<file path="src/rtl/leglite_pkg.sv">
// LEGLite shared opcode, ALU-select and control-bundle definitions.
// CTRL_TRACE_TIMESTAMP_EN adds a 16-bit timestamp field to trace records.
package leglite_pkg;

  localparam int CTRL_W = 10;

`ifdef CTRL_TRACE_TIMESTAMP_EN
  localparam int TS_W = 16;
`else
  localparam int TS_W = 0;
`endif

  localparam logic [2:0] OP_ADD  = 3'd0;
  localparam logic [2:0] OP_NOP  = 3'd1;
  localparam logic [2:0] OP_ILL  = 3'd2;
  localparam logic [2:0] OP_LD   = 3'd3;
  localparam logic [2:0] OP_ST   = 3'd4;
  localparam logic [2:0] OP_CBZ  = 3'd5;
  localparam logic [2:0] OP_ADDI = 3'd6;
  localparam logic [2:0] OP_ANDI = 3'd7;

  localparam logic [2:0] ALU_ADD   = 3'd0;
  localparam logic [2:0] ALU_PASSB = 3'd2;
  localparam logic [2:0] ALU_AND   = 3'd4;

  typedef struct packed {
    logic       reg2loc;
    logic       branch;
    logic       memread;
    logic       memtoreg;
    logic [2:0] alu_select;
    logic       memwrite;
    logic       alusrc;
    logic       regwrite;
  } ctrl_t;

  // Returns {err, opcode}; LD ignores reg2loc so only the low 9 bits match.
  function automatic logic [3:0] encode_ctrl(input ctrl_t b);
    logic [3:0] r;
    r = {1'b1, OP_ILL};
    unique case (1'b1)
      (b == {4'b0000, ALU_ADD, 3'b001}):
        r = {1'b0, OP_ADD};
      (b[CTRL_W-2:0] == {3'b011, ALU_ADD, 3'b011}):
        r = {1'b0, OP_LD};
      (b == {4'b1000, ALU_ADD, 3'b110}):
        r = {1'b0, OP_ST};
      (b == {4'b1100, ALU_PASSB, 3'b000}):
        r = {1'b0, OP_CBZ};
      (b == {4'b0000, ALU_ADD, 3'b011}):
        r = {1'b0, OP_ADDI};
      (b == {4'b0000, ALU_AND, 3'b011}):
        r = {1'b0, OP_ANDI};
      (b == '0):
        r = {1'b0, OP_NOP};
      default:
        r = {1'b1, OP_ILL};
    endcase
    return r;
  endfunction

endpackage

</file>
<file path="src/rtl/trace_fifo.sv">
// Synchronous FIFO with occupancy counter and full/empty flags.
// Accepts a push while full when a pop happens in the same cycle.
module trace_fifo #(
  parameter int DEPTH = 4,
  parameter int W     = 21
) (
  input  logic         clock,
  input  logic         reset,
  input  logic         push,
  input  logic [W-1:0] wdata,
  input  logic         pop,
  output logic [W-1:0] rdata,
  output logic         full,
  output logic         empty
);

  localparam int AW = $clog2(DEPTH);
  localparam logic [AW:0] FULL_CNT = (AW+1)'(DEPTH);

  logic [W-1:0]  mem [DEPTH];
  logic [AW-1:0] wr_ptr;
  logic [AW-1:0] rd_ptr;
  logic [AW:0]   count;
  logic          do_push;
  logic          do_pop;

  assign full    = (count == FULL_CNT);
  assign empty   = (count == '0);
  assign do_pop  = pop && !empty;
  assign do_push = push && (!full || do_pop);
  assign rdata   = mem[rd_ptr];

  always_ff @(posedge clock) begin
    if (do_push) begin
      mem[wr_ptr] <= wdata;
    end
  end

  always_ff @(posedge clock) begin
    if (reset) begin
      wr_ptr <= '0;
      rd_ptr <= '0;
      count  <= '0;
    end else begin
      if (do_push) begin
        wr_ptr <= wr_ptr + 1'b1;
      end
      if (do_pop) begin
        rd_ptr <= rd_ptr + 1'b1;
      end
      unique case ({do_push, do_pop})
        2'b10:   count <= count + 1'b1;
        2'b01:   count <= count - 1'b1;
        default: count <= count;
      endcase
    end
  end

endmodule

</file>
<file path="src/rtl/ctrl_trace_encoder.sv">
// Re-encodes retired LEGLite control bundles into opcode trace records.
// CTRL_TRACE_TIMESTAMP_EN appends a 16-bit cycle timestamp to each record.
module ctrl_trace_encoder
  import leglite_pkg::*;
#(
  parameter int PC_W  = 16,
  parameter int DEPTH = 4,
  parameter int CNT_W = 8
) (
  input  logic                     clock,
  input  logic                     reset,
  input  logic                     in_valid,
  input  logic [PC_W-1:0]          pc,
  input  logic                     reg2loc,
  input  logic                     branch,
  input  logic                     memread,
  input  logic                     memtoreg,
  input  logic [2:0]               alu_select,
  input  logic                     memwrite,
  input  logic                     alusrc,
  input  logic                     regwrite,
  output logic                     out_valid,
  input  logic                     out_ready,
  output logic [PC_W+5+TS_W-1:0]   out_rec,
  output logic [CNT_W-1:0]         drop_count,
  output logic                     busy
);

  localparam int REC_W = PC_W + 5 + TS_W;

  ctrl_t            bundle;
  logic [3:0]       enc;
  logic [REC_W-1:0] wdata;
  logic [REC_W-1:0] rdata;
  logic             full;
  logic             empty;
  logic             pop;
  logic             push;
  logic             drop;
  logic             ovf_pend;

  assign bundle = '{
    reg2loc:    reg2loc,
    branch:     branch,
    memread:    memread,
    memtoreg:   memtoreg,
    alu_select: alu_select,
    memwrite:   memwrite,
    alusrc:     alusrc,
    regwrite:   regwrite
  };

  assign enc  = encode_ctrl(bundle);
  assign pop  = out_valid && out_ready;
  assign push = in_valid && (!full || pop);
  assign drop = in_valid && full && !pop;

`ifdef CTRL_TRACE_TIMESTAMP_EN
  logic [15:0] ts;

  always_ff @(posedge clock) begin
    if (reset) begin
      ts <= '0;
    end else begin
      ts <= ts + 1'b1;
    end
  end

  assign wdata = {ovf_pend, enc, pc, ts};
`else
  assign wdata = {ovf_pend, enc, pc};
`endif

  trace_fifo #(
    .DEPTH (DEPTH),
    .W     (REC_W)
  ) u_fifo (
    .clock (clock),
    .reset (reset),
    .push  (push),
    .wdata (wdata),
    .pop   (pop),
    .rdata (rdata),
    .full  (full),
    .empty (empty)
  );

  // A drop arms ovf; the next accepted record carries it and disarms it.
  always_ff @(posedge clock) begin
    if (reset) begin
      ovf_pend   <= 1'b0;
      drop_count <= '0;
    end else if (drop) begin
      ovf_pend <= 1'b1;
      if (drop_count != '1) begin
        drop_count <= drop_count + 1'b1;
      end
    end else if (push) begin
      ovf_pend <= 1'b0;
    end
  end

  assign out_valid = !empty;
  assign busy      = !empty;
  assign out_rec   = empty ? '0 : rdata;

endmodule

</file>
<file path="config.mk">
export PLATFORM = sky130hd
export DESIGN_NAME = ctrl_trace_encoder
export DESIGN_NICKNAME = d
export VERILOG_FILES = /design/src/rtl/leglite_pkg.sv /design/src/rtl/trace_fifo.sv /design/src/rtl/ctrl_trace_encoder.sv
export SDC_FILE = /design/constraint.sdc
export NUM_CORES = 1
export LEC_CHECK = 0
export ABC_AREA = 1
export ABC_CLOCK_PERIOD_IN_PS = 2100
export CAP_MARGIN = 20
export CORE_ASPECT_RATIO = 0.7
export CORE_UTILIZATION = 47
export DETAILED_ROUTE_END_ITERATION = 10
export GPL_TIMING_DRIVEN = 0
export PLACE_DENSITY_LB_ADDON = 0.2
export SLEW_MARGIN = 20
export SYNTH_ARGS = -nofsm -noshare
export SYNTH_HDL_FRONTEND = slang
export SYNTH_SLANG_ARGS = --single-unit
export TNS_END_PERCENT = 10
</file>
<file path="constraint.sdc">
create_clock -name clock -period 2.1 [get_ports clock]
set_input_delay 0.63 -clock clock [delete_from_list [all_inputs] [get_ports clock]]
set_output_delay 0.63 -clock clock [all_outputs]
set_load 0.01 [all_outputs]
</file>
# Word-level counts from Yosys, hierarchy flattened
# Memories as Yosys holds them, arrays and structs flattened. A register that Yosys moved wholly into a read port is not among the register bits.
# Cells that the tools add are included.
# word_totals
reg_bits	16
wordCells	46
out_inout_bits	31
memories	1
ramBits	84
input_bits	30
# classes
reduce_logical	16
eq_ne	10
muxes	9
add_sub_neg	5
# memory_table
name	depth	word_bits	rd	rd_ports_with_merged_regs	write_ports	line	text
u_fifo.mem	4	21	1	1	1	trace_fifo.sv:20	logic [W-1:0] mem [DEPTH];
# ops
op	count
4-bit one-hot mux with 7 select lines	1
21-bit two-way mux	1
10-bit == test (second input constant)	2
10-bit by 1-bit == test with 1-bit output (second input constant)	1
10-bit by 2-bit == test with 1-bit output (second input constant)	1
10-bit by 6-bit == test with 1-bit output (second input constant)	1
10-bit zero test	1
9-bit by 8-bit == test with 1-bit output (second input constant)	1
8-bit by 1-bit adder with 8-bit output (second input constant)	1
8-bit inequality test (second input constant)	1
1-bit logical AND	6
3-bit one-hot mux with 2 select lines	1
2-bit by 1-bit adder with 2-bit output (second input constant)	2
1-bit two-way mux	4
2-bit two-way mux	2
2-bit nonzero test	2
3-bit by 1-bit adder with 3-bit output (second input constant)	1
3-bit == test (second input constant)	1
1-bit zero test	3
3-bit zero test	1
3-bit by 1-bit subtractor with 3-bit output (second input constant)	1
2-bit by 1-bit == test with 1-bit output (second input constant)	1
2-bit == test (second input constant)	1
1-bit logical OR	2
2-bit AND reduction	1

# Longest topological paths before layout
# logic_depth
ltp_word	8
ltp_mapped	11

# By module
# Synthesis repeated with hierarchy kept, for this count alone.
# unflattened
cells_unflattened	433
hier_area_um2	4484.3
# modules_own_cells
module	area_per_inst_um2	cells_per_inst	seq_area_each_um2	instances
trace_fifo	3634.7	271	2702.6	1
ctrl_trace_encoder	849.6	162	180.2	1

# Worst setup path before layout
# OpenSTA, ideal clock, no wires.
# synth_path
path_type	input to register
from	input out_ready
to	memory u_fifo.mem[0][0] (enable)
arrival_ns	1.796
cell_stages	4
slack_ns	-0.095
setup_ns	0.399
cell_sequence	inv_1 > nand3_1 > nand2_2 > nor2_1
# synth_between
elab_chain_len	6
elab_cells_between_ends	8
# synth_rtl
item	line	text
from (decl)	ctrl_trace_encoder.sv:23	input logic out_ready,
1-bit logical AND (*)	ctrl_trace_encoder.sv:54	assign pop = out_valid && out_ready;
1-bit logical OR or 1-bit logical AND (tied branches)	ctrl_trace_encoder.sv:55, trace_fifo.sv:29	
1-bit logical AND or 1-bit logical OR (tied branches)	ctrl_trace_encoder.sv:55, trace_fifo.sv:30	
1-bit logical AND (*)	trace_fifo.sv:30	assign do_push = push && (!full || do_pop);
1-bit two-way mux (*)	trace_fifo.sv:34	if (do_push) begin
1-bit two-way mux (implied by the code) (*)	trace_fifo.sv:35	mem[wr_ptr] <= wdata;
to (decl)	trace_fifo.sv:20	
# Mark *: on every way between the ends. The rest lies on a longest branch, timed or not.

==> run summary <==
Placer Congestion: 0.796
synthesized instance count: 436
largest family of logic cells by synthesized area: simple AND/OR/NAND/NOR gates
Post-Syn Nets: 473
core area: 0.00911 mm2
Fin. Hold Viols: 0
drt total wl: 10.0 mm
IO buf count: 59
DR iter-0 viols: 279
asr flop ratio synth: 0
via count: 3273
Antenna Nets Post-Route: 0
IO Pins: 61
XOR/XNOR share of the synthesized area: 0.00591
Buf+Inv Stages, Crit Path: 4
Leakage: 2.18 nW
Crit-path slowest cell: dfxtp_2
initial antenna violation count: 0
Post-Synth Simple-Gate Area: 0.170
post-synthesis mux area share: 0
R2R depth: 10
height of the die: 83.4 um
R2R Path Start: u_fifo.count[0]
clk root buf: clkbuf_16
Setup WS post-layout: -0.121 ns
die area: 0.00986 mm2
CP max stage delay: 0.33 ns
crit path capture type: output pin
synth unique cells: 29
crit start category: register
CTS tree: done
Peak supply drop: 0.000767 V
unrepaired setup endpoints after global routing: true
TritonCTS Sinks: 102
Hold Path Stages: 2
Fin Setup TNS: -1.34 ns
Avg Synthesized Cell Area: 10.2 um2
Critical Path RT: 1.47 ns
Ys Warns: 0
max-slew violations: 0
Initial Util: 0.488
worst slew pin tran: 0.728 ns
cells along the critical path: buf_12 -> inv_4 -> buf_8 -> o21ai_0 -> a21oi_1 -> buf_2
CP Max Fanout: 10
Vias per Instance: 5.11
hpwl dp: 6.08 mm
P&R area growth vs syn: 28.7%
Final #Nets: 549
Yosys reg bits: 102
clock latency on the worst-skew pair: 0.34 ns
largest net degree at the start of global routing: 22
grt ovf: 0
number of diodes: 0
Filler cells: 723
run status: complete, but fails checks
GRT Resource Usage Total: 0.206
failing checks: setup timing
Max Clk Rate: 0.450 GHz
area share of fa/ha/maj cells after synthesis: 0.0214
power density cells: 1120 mW/mm2
Synth Flop Type: edfxtp_1
Hold Path Class: reg -> reg
Die W: 118 um
cts hold-fix bufs: 0
sequential element share of the synthesized area: 0.648
Num CTS Buffers: 9
Final Setup Violations: 51
crit-path leading delay family: buffers and inverters
Power Total: 0.00644 W
hold_sp: u_fifo.rd_ptr[1]
post-layout util: 0.628
CTS Buffer Depth: 2
CP arrival: 1.59 ns
clock slew at reported path FFs: 0.07 ns
row count: 29
Crit Path Category: reg -> out
DRT Pass-1 Iters: 5
first-pass GRT wire length: 15.4 mm
Tmin final: 2.22 ns
Fin Clk Skew: 0.00406 ns
crit share post-route: 1.06
post-synthesis compound-gate area fraction: 0.104
share of cells above drive strength 1: 0.182
EDFF count, synth: 84
Slew headroom: 0.513
Netlist Area Pre-Place: 0.00445 mm2
H-Tree Depth: 3
drt wl/cell: 15.7 um
vias in the first global route: 3087
FF-to-FF End: u_fifo.count[2]
Max-Cap Viols: 0
reg-to-reg setup timing slack: 0.31 ns
drc violations: 0
worst slack, placed: -0.659 ns
[state kept, by name, summed over array words and instances, names as in the netlist, named ones only]
signal,count
u_fifo.mem,84
u_fifo.count,3
drop_count,8
ovf_pend,1
u_fifo.rd_ptr,2
u_fifo.wr_ptr,2
[worst max path at each step]
| stage | start | to | slack, ns | cells after the start |
|---|---|---|---|---|
| after CTS | out_ready | u_fifo.count[2] | -0.11 | 11 |
| after global routing | register | out_rec[14] | -0.15 | 7 |
| after detailed placement | out_ready | u_fifo.count[2] | -0.66 | 11 |
| after global placement | out_ready | u_fifo.mem[3][0] | -1.37 | 5 |
| final | register | out_rec[18] | -0.12 | 6 |
| after floorplan | out_ready | u_fifo.mem[0][0] | -0.09 | 4 |
[stage by stage]
| stage | cells | cell area [um2] | hold slack, ns |
|---|---|---|---|
| detailed placement | 619 | 5220 | 0.455 |
| global route | 641 | 5720 | 0.480 |
| CTS | 638 | 5630 | 0.457 |
| finish | 641 | 5720 | 0.457 |
| floorplan | 436 | 4450 | 0.433 |
| global placement | 619 | 5190 | 0.447 |
[layer usage]
| metal | track usage | up-vias | wire length [um] |
|---|---|---|---|
| met1 | 0.278 | 1550 | 4690 |
| met5 | 0 | - | 0 |
| met4 | 0.0583 | 0 | 104 |
| met2 | 0.329 | 92 | 4680 |
| met3 | 0.0529 | 10 | 575 |
| li1 | - | 1621 | - |
[cells in the mapped netlist, types with 5 or more instances]
master,n,area share
nor2_1,113,0.095
edfxtp_1,84,0.57
o21ai_0,50,0.056
nand2_1,46,0.039
inv_1,37,0.031
a21oi_1,29,0.033
dfxtp_1,18,0.081
buf_2,8,0.0090
nand3_1,8,0.0090
a21oi_2,6,0.012
ha_1,6,0.017
clkbuf_1,5,0.0042
[worst reg2reg max path: stages (launching register included)]
cell and delay [ns]:
dfxtp_1 0.33, nor2_4 0.16, nand3_2 0.12, nand2_4 0.10
ha_1 0.15, inv_1 0.07, fa_2 0.34, a21oi_1 0.14
o21ai_1 0.09, o21ai_1 0.12, a21oi_1 0.05
[cell type report]
type                            count  area (um2)  area share
Tap cell                          124         155      0.0271
Inverter                           38         145      0.0254
Clock buffer                       12         289      0.0505
Buffer                             17         221      0.0387
Timing Repair Buffer               63         542      0.0947
Sequential cell                   102        2890       0.505
Multi-Input combinational cell    281        1430       0.249
Clock inverter                      4        55.1     0.00962
[kinds of logic (layout without fill, tap and decap cells)]
group / Yosys count / count (layout)
and+or+nand+nor: 181 / 183
DFF: 102 / 102
AOI/OAI and AO/OA: 88 / 88
buffers and inverters: 55 / 134
adders and majority gates: 7 / 7
xor gates and xnor gates: 3 / 3
[layout by cell type (no fill, tap or decap), drive strengths merged]
cell	instances
nor2	118
dfxtp	18
dlymetal6s2s	2
nand3	9
buf	38
xnor2	2
clkdlybuf4s50	36
xor2	1
clkinvlp	1
nand4	3
inv	40
a21oi	35
o21ai	53
fa	1
nand2	49
nor3	1
nand3b	3
ha	6
bufinv	1
edfxtp	84
clkbuf	16
[where the power goes]
part	internal, W	switching [W]	total (W)
combinational	0.000921	0.00128	0.00220
sequential	0.00234	0.0000693	0.00241
clock	0.00111	0.000714	0.00182
[repair_timing]
item / in CTS / in global routing
pin swaps: 7 / 9
buffers inserted: 3 / 0
resized for setup: 141 / 32
gates cloned: 0 / 3
setup endpoints to repair: 109 / 109
Power figures use the tool's default switching activity.
